==> src/rtl/serial_subtractor.sv <==
// Bit-serial W-bit subtractor (diff = a - b, LSB first) with a gate-level full-subtractor cell.
// Optional signed overflow flag o_ovf is built when SUB_SIGNED_OVF_EN is defined.

module my_xor (
    input  logic i_a,
    input  logic i_b,
    output logic o_y
);
    assign o_y = i_a ^ i_b;
endmodule

module my_and (
    input  logic i_a,
    input  logic i_b,
    output logic o_y
);
    assign o_y = i_a & i_b;
endmodule

module my_or (
    input  logic i_a,
    input  logic i_b,
    output logic o_y
);
    assign o_y = i_a | i_b;
endmodule

module my_nor (
    input  logic i_a,
    input  logic i_b,
    output logic o_y
);
    assign o_y = ~(i_a | i_b);
endmodule

module full_sub_cell (
    input  logic i_x,
    input  logic i_y,
    input  logic i_bin,
    output logic o_d,
    output logic o_bout
);
    logic w_xy;
    logic w_nx;
    logic w_nx_y;
    logic w_nx_bin;
    logic w_y_bin;
    logic w_or0;

    my_xor u_xor0 (.i_a(i_x),  .i_b(i_y),   .o_y(w_xy));
    my_xor u_xor1 (.i_a(w_xy), .i_b(i_bin), .o_y(o_d));

    // NOR with both inputs tied acts as the inverter for ~x
    my_nor u_inv  (.i_a(i_x),  .i_b(i_x),   .o_y(w_nx));
    my_and u_and0 (.i_a(w_nx), .i_b(i_y),   .o_y(w_nx_y));
    my_and u_and1 (.i_a(w_nx), .i_b(i_bin), .o_y(w_nx_bin));
    my_and u_and2 (.i_a(i_y),  .i_b(i_bin), .o_y(w_y_bin));
    my_or  u_or0  (.i_a(w_nx_y), .i_b(w_nx_bin), .o_y(w_or0));
    my_or  u_or1  (.i_a(w_or0),  .i_b(w_y_bin),  .o_y(o_bout));
endmodule

module serial_subtractor #(
    parameter  int W  = 8,
    localparam int CW = $clog2(W + 1)
) (
    input  logic         clk,
    input  logic         rst,
    input  logic         i_start,
    input  logic [W-1:0] i_a,
    input  logic [W-1:0] i_b,
    output logic         o_busy,
    output logic         o_done,
    output logic [W-1:0] o_diff,
    output logic         o_borrow_out
`ifdef SUB_SIGNED_OVF_EN
    ,
    output logic         o_ovf
`endif
);
    typedef enum logic {
        S_IDLE  = 1'b0,
        S_SHIFT = 1'b1
    } state_t;

    localparam logic [CW-1:0] LP_LAST = CW'(W - 1);

    state_t         r_state;
    logic [W-1:0]   r_sa;
    logic [W-1:0]   r_sb;
    logic [W-1:0]   r_acc;
    logic [CW-1:0]  r_cnt;
    logic           r_bin;
    logic           r_busy;
    logic           r_done;
    logic [W-1:0]   r_diff;
    logic           r_borrow;
`ifdef SUB_SIGNED_OVF_EN
    logic           r_a_msb;
    logic           r_b_msb;
    logic           r_ovf;
`endif

    logic           w_d;
    logic           w_bnext;
    logic [W-1:0]   w_acc_next;

    full_sub_cell u_cell (
        .i_x    (r_sa[0]),
        .i_y    (r_sb[0]),
        .i_bin  (r_bin),
        .o_d    (w_d),
        .o_bout (w_bnext)
    );

    // Shift-right-with-insert written this way so W=1 needs no special slice
    always_comb begin
        w_acc_next        = r_acc >> 1;
        w_acc_next[W-1]   = w_d;
    end

    always_ff @(posedge clk) begin
        if (rst) begin
            r_state  <= S_IDLE;
            r_sa     <= '0;
            r_sb     <= '0;
            r_acc    <= '0;
            r_cnt    <= '0;
            r_bin    <= 1'b0;
            r_busy   <= 1'b0;
            r_done   <= 1'b0;
            r_diff   <= '0;
            r_borrow <= 1'b0;
`ifdef SUB_SIGNED_OVF_EN
            r_a_msb  <= 1'b0;
            r_b_msb  <= 1'b0;
            r_ovf    <= 1'b0;
`endif
        end else begin
            case (r_state)
                S_IDLE: begin
                    r_done <= 1'b0;
                    if (i_start) begin
                        r_sa    <= i_a;
                        r_sb    <= i_b;
                        r_acc   <= '0;
                        r_bin   <= 1'b0;
                        r_cnt   <= '0;
                        r_busy  <= 1'b1;
                        r_state <= S_SHIFT;
`ifdef SUB_SIGNED_OVF_EN
                        r_a_msb <= i_a[W-1];
                        r_b_msb <= i_b[W-1];
`endif
                    end
                end
                S_SHIFT: begin
                    r_sa  <= r_sa >> 1;
                    r_sb  <= r_sb >> 1;
                    r_acc <= w_acc_next;
                    r_bin <= w_bnext;
                    r_cnt <= r_cnt + CW'(1);
                    if (r_cnt == LP_LAST) begin
                        r_diff   <= w_acc_next;
                        r_borrow <= w_bnext;
                        r_done   <= 1'b1;
                        r_busy   <= 1'b0;
                        r_state  <= S_IDLE;
`ifdef SUB_SIGNED_OVF_EN
                        // w_d is the result sign bit on this final edge
                        r_ovf    <= (r_a_msb ^ r_b_msb) & (r_a_msb ^ w_d);
`endif
                    end
                end
                default: r_state <= S_IDLE;
            endcase
        end
    end

    assign o_busy       = r_busy;
    assign o_done       = r_done;
    assign o_diff       = r_diff;
    assign o_borrow_out = r_borrow;
`ifdef SUB_SIGNED_OVF_EN
    assign o_ovf        = r_ovf;
`endif

endmodule

==> config.mk <==
export PLATFORM = sky130hd
export DESIGN_NAME = serial_subtractor
export DESIGN_NICKNAME = d
export VERILOG_FILES = /design/src/rtl/serial_subtractor.sv
export SDC_FILE = /design/constraint.sdc
export NUM_CORES = 1
export LEC_CHECK = 0
export CAP_MARGIN = 10
export CORE_ASPECT_RATIO = 1.2
export CORE_MARGIN = 2
export CORE_UTILIZATION = 45
export DETAILED_ROUTE_END_ITERATION = 8
export PLACE_DENSITY = 0.81
export SLEW_MARGIN = 30
export SYNTH_ARGS = -nofsm -noshare
export SYNTH_HDL_FRONTEND = slang
export SYNTH_SLANG_ARGS = --single-unit
==> constraint.sdc <==
create_clock -name clk -period 1.4 [get_ports clk]
set_clock_uncertainty 0.1 [all_clocks]
set_input_delay 0.14 -clock clk [delete_from_list [all_inputs] [get_ports clk]]
set_output_delay 0.14 -clock clk [all_outputs]
set_load 0.05 [all_outputs]
==> results.sh <==
export IMPL_synth_area_per_cell_um2=8.72
export IMPL_drt_vias_per_instance=5.20
export IMPL_p_total_w=0.00228
export IMPL_drc=0
export IMPL_synthAdderAreaFrac_pct=1.95
export IMPL_hold_violations=0
export IMPL_die_area_mm2=0.00421
export IMPL_synth_mux_area_share_pct=10.7
export IMPL_cts_made_buffers=5
export IMPL_holdBufCountCts=0
export IMPL_r2r_start="r_sa[0]$_SDFFE_PP0P_"
export IMPL_ys_ff_latch=40
export IMPL_synthCells=191
export IMPL_htree_levels=2
export IMPL_period_share_pct=92.5
export IMPL_grt_pass1_vias=1280
export IMPL_ir_drop_v=0.000635
export IMPL_antenna_left=0
export IMPL_cts_root_buf="clkbuf_8"
export IMPL_nFillCells=310
export IMPL_final_setup_tns_ns=0
export IMPL_cts_tree="done"
export IMPL_final_seq_area_um2=802
export IMPL_highest_layer="met4"
export IMPL_core_mm2=0.00360
export IMPL_synthSimpleGateAreaFrac_pct=21.3
export IMPL_track_usage_pct=16.7
export IMPL_relSlewSlack_pct=79.9
export IMPL_num_rows=24
export IMPL_synth_xor_area_share_pct=0.526
export IMPL_insertion_delay_ns=0.29
export IMPL_place_congestion=0.696
export IMPL_drive_gt1_share_pct=20.5
export IMPL_synth_top_family_by_area="simple AND/OR/NAND/NOR gates"
export IMPL_drt_met1_wl_um=1330
export IMPL_wire_per_inst_um=11.8
export IMPL_start_kind="register"
export IMPL_critPathArrivalTime_ns=1.43
export IMPL_rsz0062_at_grt="false"
export IMPL_dieHeight_um=70.6
export IMPL_dieWidth_um=59.5
export IMPL_yosysUniqueCellTypes=25
export IMPL_timing_fmax_mhz=772
export IMPL_drt_wl_total_um=3100
export IMPL_final_area_mm2=0.00226
export IMPL_layout_commonest_cell="nand2_1"
export IMPL_synth_seq_area_share_pct=48.1
export IMPL_power_density_mw_per_mm2=1010
export IMPL_tightest_slew_ns=0.302
export IMPL_max_cap_violations=0
export IMPL_top_level_ports=30
export IMPL_outcome="finished, final reports clean"
export IMPL_antenna_cells=0
export IMPL_fin_nets=245
export IMPL_dr_wl_met2_um=1590
export IMPL_critPathMaxFanout=2
export IMPL_vias=1368
export IMPL_io_buffers=29
export IMPL_multi_input_area_um2=787
export IMPL_clockBufferDepth=2
export IMPL_ys_warn_count=0
export IMPL_area_growth_pct=35.8
export IMPL_cellLeakagePower_nw=0.889
export IMPL_syn_nets=212
export IMPL_cts_sinks=40
export IMPL_crit_path_start="r_sa[0]$_SDFFE_PP0P_"
export IMPL_final_max_slew_viol_count=0
export IMPL_hpwl_um=2100
export IMPL_initial_core_util_pct=46.2
export IMPL_fin_crit_ns=1.29
export IMPL_end_kind="register"
export IMPL_clk_pin_slew_ns=0.07
export IMPL_drt_iter0_drc=35
export IMPL_firstDrtPassIters=5
export IMPL_hold_path_startpoint="r_sb[7]$_SDFFE_PP0P_"
export IMPL_reg2reg_depth=4
export IMPL_wl_met3_um=114
export IMPL_placed_area_mm2=0.00215
export IMPL_mostFrequentLayoutCells="nand2_1 (44), dfxtp_1 (39), a21oi_1 (33), clkdlybuf4s50_1 (18)"
export IMPL_grt_pass1_wl_um=5390
export IMPL_grt_ovfl_total=0
export IMPL_grt_max_degree=41
export IMPL_holdWs_ns=0.357
export IMPL_path_class="reg -> reg"
export IMPL_synth_compound_area_share_pct=12.2
export IMPL_antenna_found_initial=0
export IMPL_critPathRequiredTime_ns=1.53
export IMPL_synth_area_mm2=0.00167
export IMPL_min_path_type="reg -> reg"
export IMPL_hold_depth=2
export IMPL_setup_viol=0
Yosys cell counts, drive strengths merged:
cell    count  area [um^2]
nand2      44          165
dfxtp      40          801
a21oi      33          165
mux2       14          158
nor2       13         48.8
nor3b      10         75.1
buf         8         53.8
nor3        6         30.0
clkbuf      5         18.8
inv         4         15.0
a211oi      2         15.0
mux2i       2         20.0
a31oi       1         6.26
and4b       1         10.0
fa          1         20.0
ha          1         12.5
nand2b      1         6.26
nand3       1         5.00
nand4b      1         15.0
o21a        1         7.51
o22a        1         8.76
xor2        1         8.76
sequential cells by signal (all words and copies together) (netlist names):
name and flops:
r_sb 8, r_cnt 4, r_state 1, r_acc 7, r_bin 1, o_busy 1, o_borrow_out 1, r_sa 8
o_done 1, o_diff 8
critical path, cell delays in order, from the launching register on:
cell	delay, ns
dfxtp_1	0.33
inv_1	0.05
fa_1	0.47
o22a_1	0.21
nor2_1	0.08
timing repair:
action                     in CTS  in global routing
setup endpoints to repair       0                  9
resized for setup               0                  3
setup buffers                   0                  1
cells by family after synthesis:
logic type	count (synthesis)
AND/OR/NAND/NOR	77
XOR/XNOR	1
flip-flops	40
multiplexers	16
adder cells (fa/ha/maj)	2
buffers and inverters	17
AO/OA/AOI/OAI	38
worst paths after layout:
kind	slack, ns	to
max	0.11	r_acc[7]$_SDFFE_PP0P_
min	0.36	r_sb[6]$_SDFFE_PP0P_
max reg2reg	0.11	r_acc[7]$_SDFFE_PP0P_
min reg2reg	0.36	r_sb[6]$_SDFFE_PP0P_
through the flow:
stage	setup slack [ns]	cells	util, %
floorplan	0.132	191	-
global placement	-0.110	255	59.6
detailed placement	-0.128	255	59.6
CTS	0.0287	262	62.3
global route	0.0246	263	62.8
finish	0.105	263	62.8
power breakdown:
part	leakage, nW	internal, W	total, W	switching (W)
logic	0.513	0.000143	0.000264	0.000121
clock network	0.0503	0.000439	0.000819	0.000380
registers	0.326	0.00118	0.00120	0.0000214
routing by layer:
metal | GRT usage [%] | vias to the layer above
met5 | 0 | -
met4 | 5.93 | 0
met3 | 5.85 | 7
met2 | 29.8 | 27
met1 | 17.7 | 626
li1 | - | 708
cell type report:
type                    count  area share, %
inverters                   4          0.664
repair buffers             39           22.7
multi-input cells         134           34.8
well taps                  39           2.16
flip-flops and latches     40           35.5
clock buffers               7           4.26
Power figures use the tool's default switching activity.
